[config.mk]
export PLATFORM = sky130hd
export DESIGN_NAME = acia_tx_arb
export DESIGN_NICKNAME = d
export VERILOG_FILES = /design/src/rtl/acia_tx_arb.sv
export SDC_FILE = /design/constraint.sdc
export NUM_CORES = 1
export LEC_CHECK = 0
export BUFFER_PORTS_ARGS = -buffer_cell sky130_fd_sc_hd__buf_2
export CAP_MARGIN = 20
export CORE_ASPECT_RATIO = 1.4
export CORE_MARGIN = 10
export CORE_UTILIZATION = 55
export DETAILED_ROUTE_END_ITERATION = 8
export PLACE_DENSITY = 0.78
export SLEW_MARGIN = 20
export SYNTH_ARGS = -nofsm -noshare
export SYNTH_HDL_FRONTEND = slang
export SYNTH_SLANG_ARGS = --single-unit
[constraint.sdc]
create_clock -name PHI2 -period 2.7 [get_ports PHI2]
set_input_delay 0.54 -clock PHI2 [delete_from_list [all_inputs] [get_ports PHI2]]
set_output_delay 0.54 -clock PHI2 [all_outputs]
set_load 0.01 [all_outputs]
[src/rtl/acia_tx_arb.sv]
// rtl/acia_tx_arb.sv - two-requester byte arbiter feeding a single transmitter holding register
module acia_tx_arb #(
  parameter int TO_WIDTH = 20
) (
  input  logic       PHI2,
  input  logic       RESET,
  input  logic       REQ0,
  input  logic [7:0] DATA0,
  output logic       GNT0,
  input  logic       REQ1,
  input  logic [7:0] DATA1,
  output logic       GNT1,
  input  logic       PRIO,
  output logic [7:0] TXDATA,
  output logic       TXLATCH,
  input  logic       TXFULL,
  output logic       BUSY,
  output logic       ERR,
  input  logic       ERR_CLR
);

  typedef enum logic [1:0] {IDLE, WAIT_FULL, WAIT_EMPTY} state_t;

  state_t              state_q;
  logic [7:0]          txdata_q;
  logic                txlatch_q;
  logic                gnt0_q;
  logic                gnt1_q;
  logic                busy_q;
  logic                err_q;
  logic                last_q;
  logic [TO_WIDTH-1:0] cnt_q;

  logic                any_req;
  logic                win1;
  logic [TO_WIDTH-1:0] cnt_d;
  logic                to_hit;

  // last_q = 1 means requester 1 was granted most recently; a tie goes to the other one
  always_comb begin
    any_req = REQ0 | REQ1;
    win1    = PRIO ? REQ1 : (REQ1 & (~REQ0 | ~last_q));
    cnt_d   = (cnt_q == '1) ? cnt_q : cnt_q + TO_WIDTH'(1);
    to_hit  = (cnt_q != '1) && (cnt_d == '1);
  end

  always_ff @(posedge PHI2) begin
    if (RESET) begin
      state_q   <= IDLE;
      txdata_q  <= 8'h00;
      txlatch_q <= 1'b0;
      gnt0_q    <= 1'b0;
      gnt1_q    <= 1'b0;
      busy_q    <= 1'b0;
      err_q     <= 1'b0;
      last_q    <= 1'b1;
      cnt_q     <= '0;
    end else begin
      txlatch_q <= 1'b0;
      gnt0_q    <= 1'b0;
      gnt1_q    <= 1'b0;
      if (ERR_CLR) err_q <= 1'b0;
      case (state_q)
        IDLE: begin
          if (any_req && !TXFULL) begin
            txdata_q  <= win1 ? DATA1 : DATA0;
            txlatch_q <= 1'b1;
            gnt0_q    <= ~win1;
            gnt1_q    <= win1;
            last_q    <= win1;
            cnt_q     <= '0;
            busy_q    <= 1'b1;
            state_q   <= WAIT_FULL;
          end
        end
        WAIT_FULL: begin
          cnt_q <= cnt_d;
          if (to_hit) err_q <= 1'b1;
          if (TXFULL) state_q <= WAIT_EMPTY;
        end
        WAIT_EMPTY: begin
          cnt_q <= cnt_d;
          if (to_hit) err_q <= 1'b1;
          if (!TXFULL) begin
            state_q <= IDLE;
            busy_q  <= 1'b0;
          end
        end
        default: begin
          state_q <= IDLE;
          busy_q  <= 1'b0;
        end
      endcase
    end
  end

  assign TXDATA  = txdata_q;
  assign TXLATCH = txlatch_q;
  assign GNT0    = gnt0_q;
  assign GNT1    = gnt1_q;
  assign BUSY    = busy_q;
  assign ERR     = err_q;

endmodule

==> summary.txt <==
Inserted Diodes - 0
Layout Skew - 6.19 ps
GPL Wtd Cong - 1.03
# clock sinks - 36
Row Count - 26
Die Area - 6710 µm²
P_leak - 0.000854 µW
Pint - 812 µW
Vias - 2,079
Yosys warns - 0
Avg WL per Cell - 16.1 µm
Setup tns final - 0 ps
Status - completed
Crit path DAT - 2510 ps
Slew @ Worst Pin - 557 ps
Die H - 93.0 µm
Post-synth EDFFs - 0
Clk slew on worst S/H paths - 80 ps
Synth top area share - 34.4%
CTS resizes - 0
CP startpoint - cnt_q[0]
Boundary pin count - 36
Clock share of power - 33.7%
Combinational power share - 16.8%
Fin util - 64.0%
Avg Cell Area, Syn - 7.93 µm²
Peak VDD IR - 0.000420 V
Worst hold start - BUSY
Sw Pwr - 328 µW
Finished Layout Cells - 336
Total gr overflow - 0
Clock latency on the worst-skew pair - 290 ps
Port Buffers - 35
CTS tree - done
Detail Route Antenna Nets - 0
Setup Viol. Count Final - 0
Top area cells in the synthesized netlist - dfxtp_1 (34%), nor2_1 (5.4%), a21oi_1 (5.3%), nand2_1 (4.3%), a211oi_1 (3.9%)
Initial Util - 56.9%
Area delta synth->final - 12.3%
Worst min path class - flop to flop
Startpoint types - flop
Setup repair bufs after CTS - 0
Vias in the first global route - 2,047
Sequential share of the synthesized area - 34.4%
Pwr/cell area - 485 nW/µm²
F_max - 0.436 GHz
CTS Hold Bufs - 0
CP Capture Type - flop
TritonCTS Buffers - 5
Post-DP HPWL - 3970 µm
Global-route wire length before repair - 9260 µm
Nets - 320
Cell variety after synth - 52
Worst-case clock buffer depth - 2
Final Power - 1140 µW
Min cycle time layout - 2290 ps
DRT iter0 DRCs - 234
Ys async rst share - 0%
Routed wire length - 5400 µm
Net Count, Synth - 291
Max Slew Vio Count - 0
Initial antenna violation count - 0
Final period utilization - 84.9%
Tot GR Track Use - 16.3%
Sw frac - 28.8%
Core Area - 3680 µm²
Mapped Area - 2090 µm²
Max FO, Critical Path - 8
Die span in x - 72.1 µm
#FFs+latches synth - 36
H-tree depth - 2
Routed vias/inst - 6.19
Sequential group share of total power - 49.5%
Unrepaired setup endpoints after global routing - no
Slew headroom - 62.9%
Share of cells above drive strength 1 - 20.1%
First drt pass iteration count - 7
DRC Markers - 0
Largest net degree at the start of global routing - 36
Syn Inst Count - 264
WP data required - 2920 ps
Clock Root Buffer - clkbuf_8
R2R Path Start - cnt_q[0]
Final Hold Viols - 0
Synth area leader - dfxtp_1
WS Path Type - flop to flop
MaxCap Viol Count - 0
Placed insts - 328
Ys flop type - dfxtp_1
-- state kept, by name, indices dropped and copies added, names as in the netlist --
register	flops
cnt_q	20
GNT1	1
ERR	1
GNT0	1
state_q	2
BUSY	1
TXDATA	8
TXLATCH	1
last_q	1
-- cell usage in the layout (no fill, tap or decap), drive strengths merged, types with 3 or more instances in the layout --
cell type,n
a211oi,11
a31oi,3
inv,7
clkbuf,6
a22oi,3
and2,5
a311oi,8
nand4,10
o21ai,16
dfxtp,36
nor4,5
a21o,3
and3,4
buf,40
mux2i,8
ha,4
nor2,30
nand3,10
nand2,25
a21oi,22
nor3,8
-- worst max-delay path, cell delays in order (launching register included) --
cell     delay (ps)
dfxtp_1         460
ha_1            320
nand3_1         230
nor2_1          380
and2_1          350
nand3_1         130
a22o_1          270
o21ai_1         110
-- routing by layer --
metal,share of wire (%),vias to the layer above,track usage [%]
met5,0,-,0
met4,1.7,0,6.47
met3,7.7,8,5.50
met2,49,81,27.0
met1,41,958,18.5
li1,-,1032,-
-- kinds of logic (layout without fill, tap and decap cells) --
kind of cell             Yosys count  in the layout  share of synthesized area, %
buffers and inverters             25             55                          5.86
AND/OR/NAND/NOR                  110            110                          27.9
AO/OA/AOI/OAI                     79             79                          24.8
flip-flops                        36             36                          34.4
adder cells (fa/ha/maj)            4              4                          2.39
multiplexers                       8              8                          3.83
XOR/XNOR                           2              2                         0.837
-- through the flow --
step / instance area [µm²] / setup slack (ps) / hold WS (ps)
after global routing: 2350 / 160 / 512
final: 2350 / 409 / 478
after floorplan: 2090 / 692 / 435
after global placement: 2260 / 543 / 447
after CTS: 2350 / 443 / 474
after detailed placement: 2260 / 449 / 454
-- Yosys cell counts (3+ instances only) --
cell type and count:
a31oi_1 3, dfxtp_1 36, mux2i_1 8, a21o_1 3, a311oi_1 8, and3_1 3
a211oi_1 11, nand2_1 24, ha_1 4, clkbuf_2 3, nand3_1 10, o21ai_0 15
nand4_1 7, nor4_1 3, and2_1 5, nor3_1 8, clkbuf_1 12, a21oi_1 22
inv_1 7, nor2_1 30, a22oi_1 3
-- path summary, 6_finish.rpt --
path                              to  slack [ps]  cells past startpoint
worst max-delay path             ERR         410                      7
worst min-delay path            BUSY         480                      2
worst max register to register   ERR         410                      7
worst min register to register  BUSY         480                      2
-- power groups by stage --
stage	combinational [µW]	clock, µW	sequential [µW]
floorplan	115	0	585
global placement	188	0	576
detailed placement	190	0	577
CTS	193	395	565
global route	214	414	569
finish	191	384	565
-- layout make-up --
cell class	instances	area (µm²)
Clock buffer	6	72.6
Clock inverter	2	16.3
Fill cell	332	1330
Inverter	7	26.3
Multi-Input combinational cell	203	1250
Sequential cell	36	721
Tap cell	42	52.6
Timing Repair Buffer	40	213
Note: power is estimated with default switching activity, not from simulation.
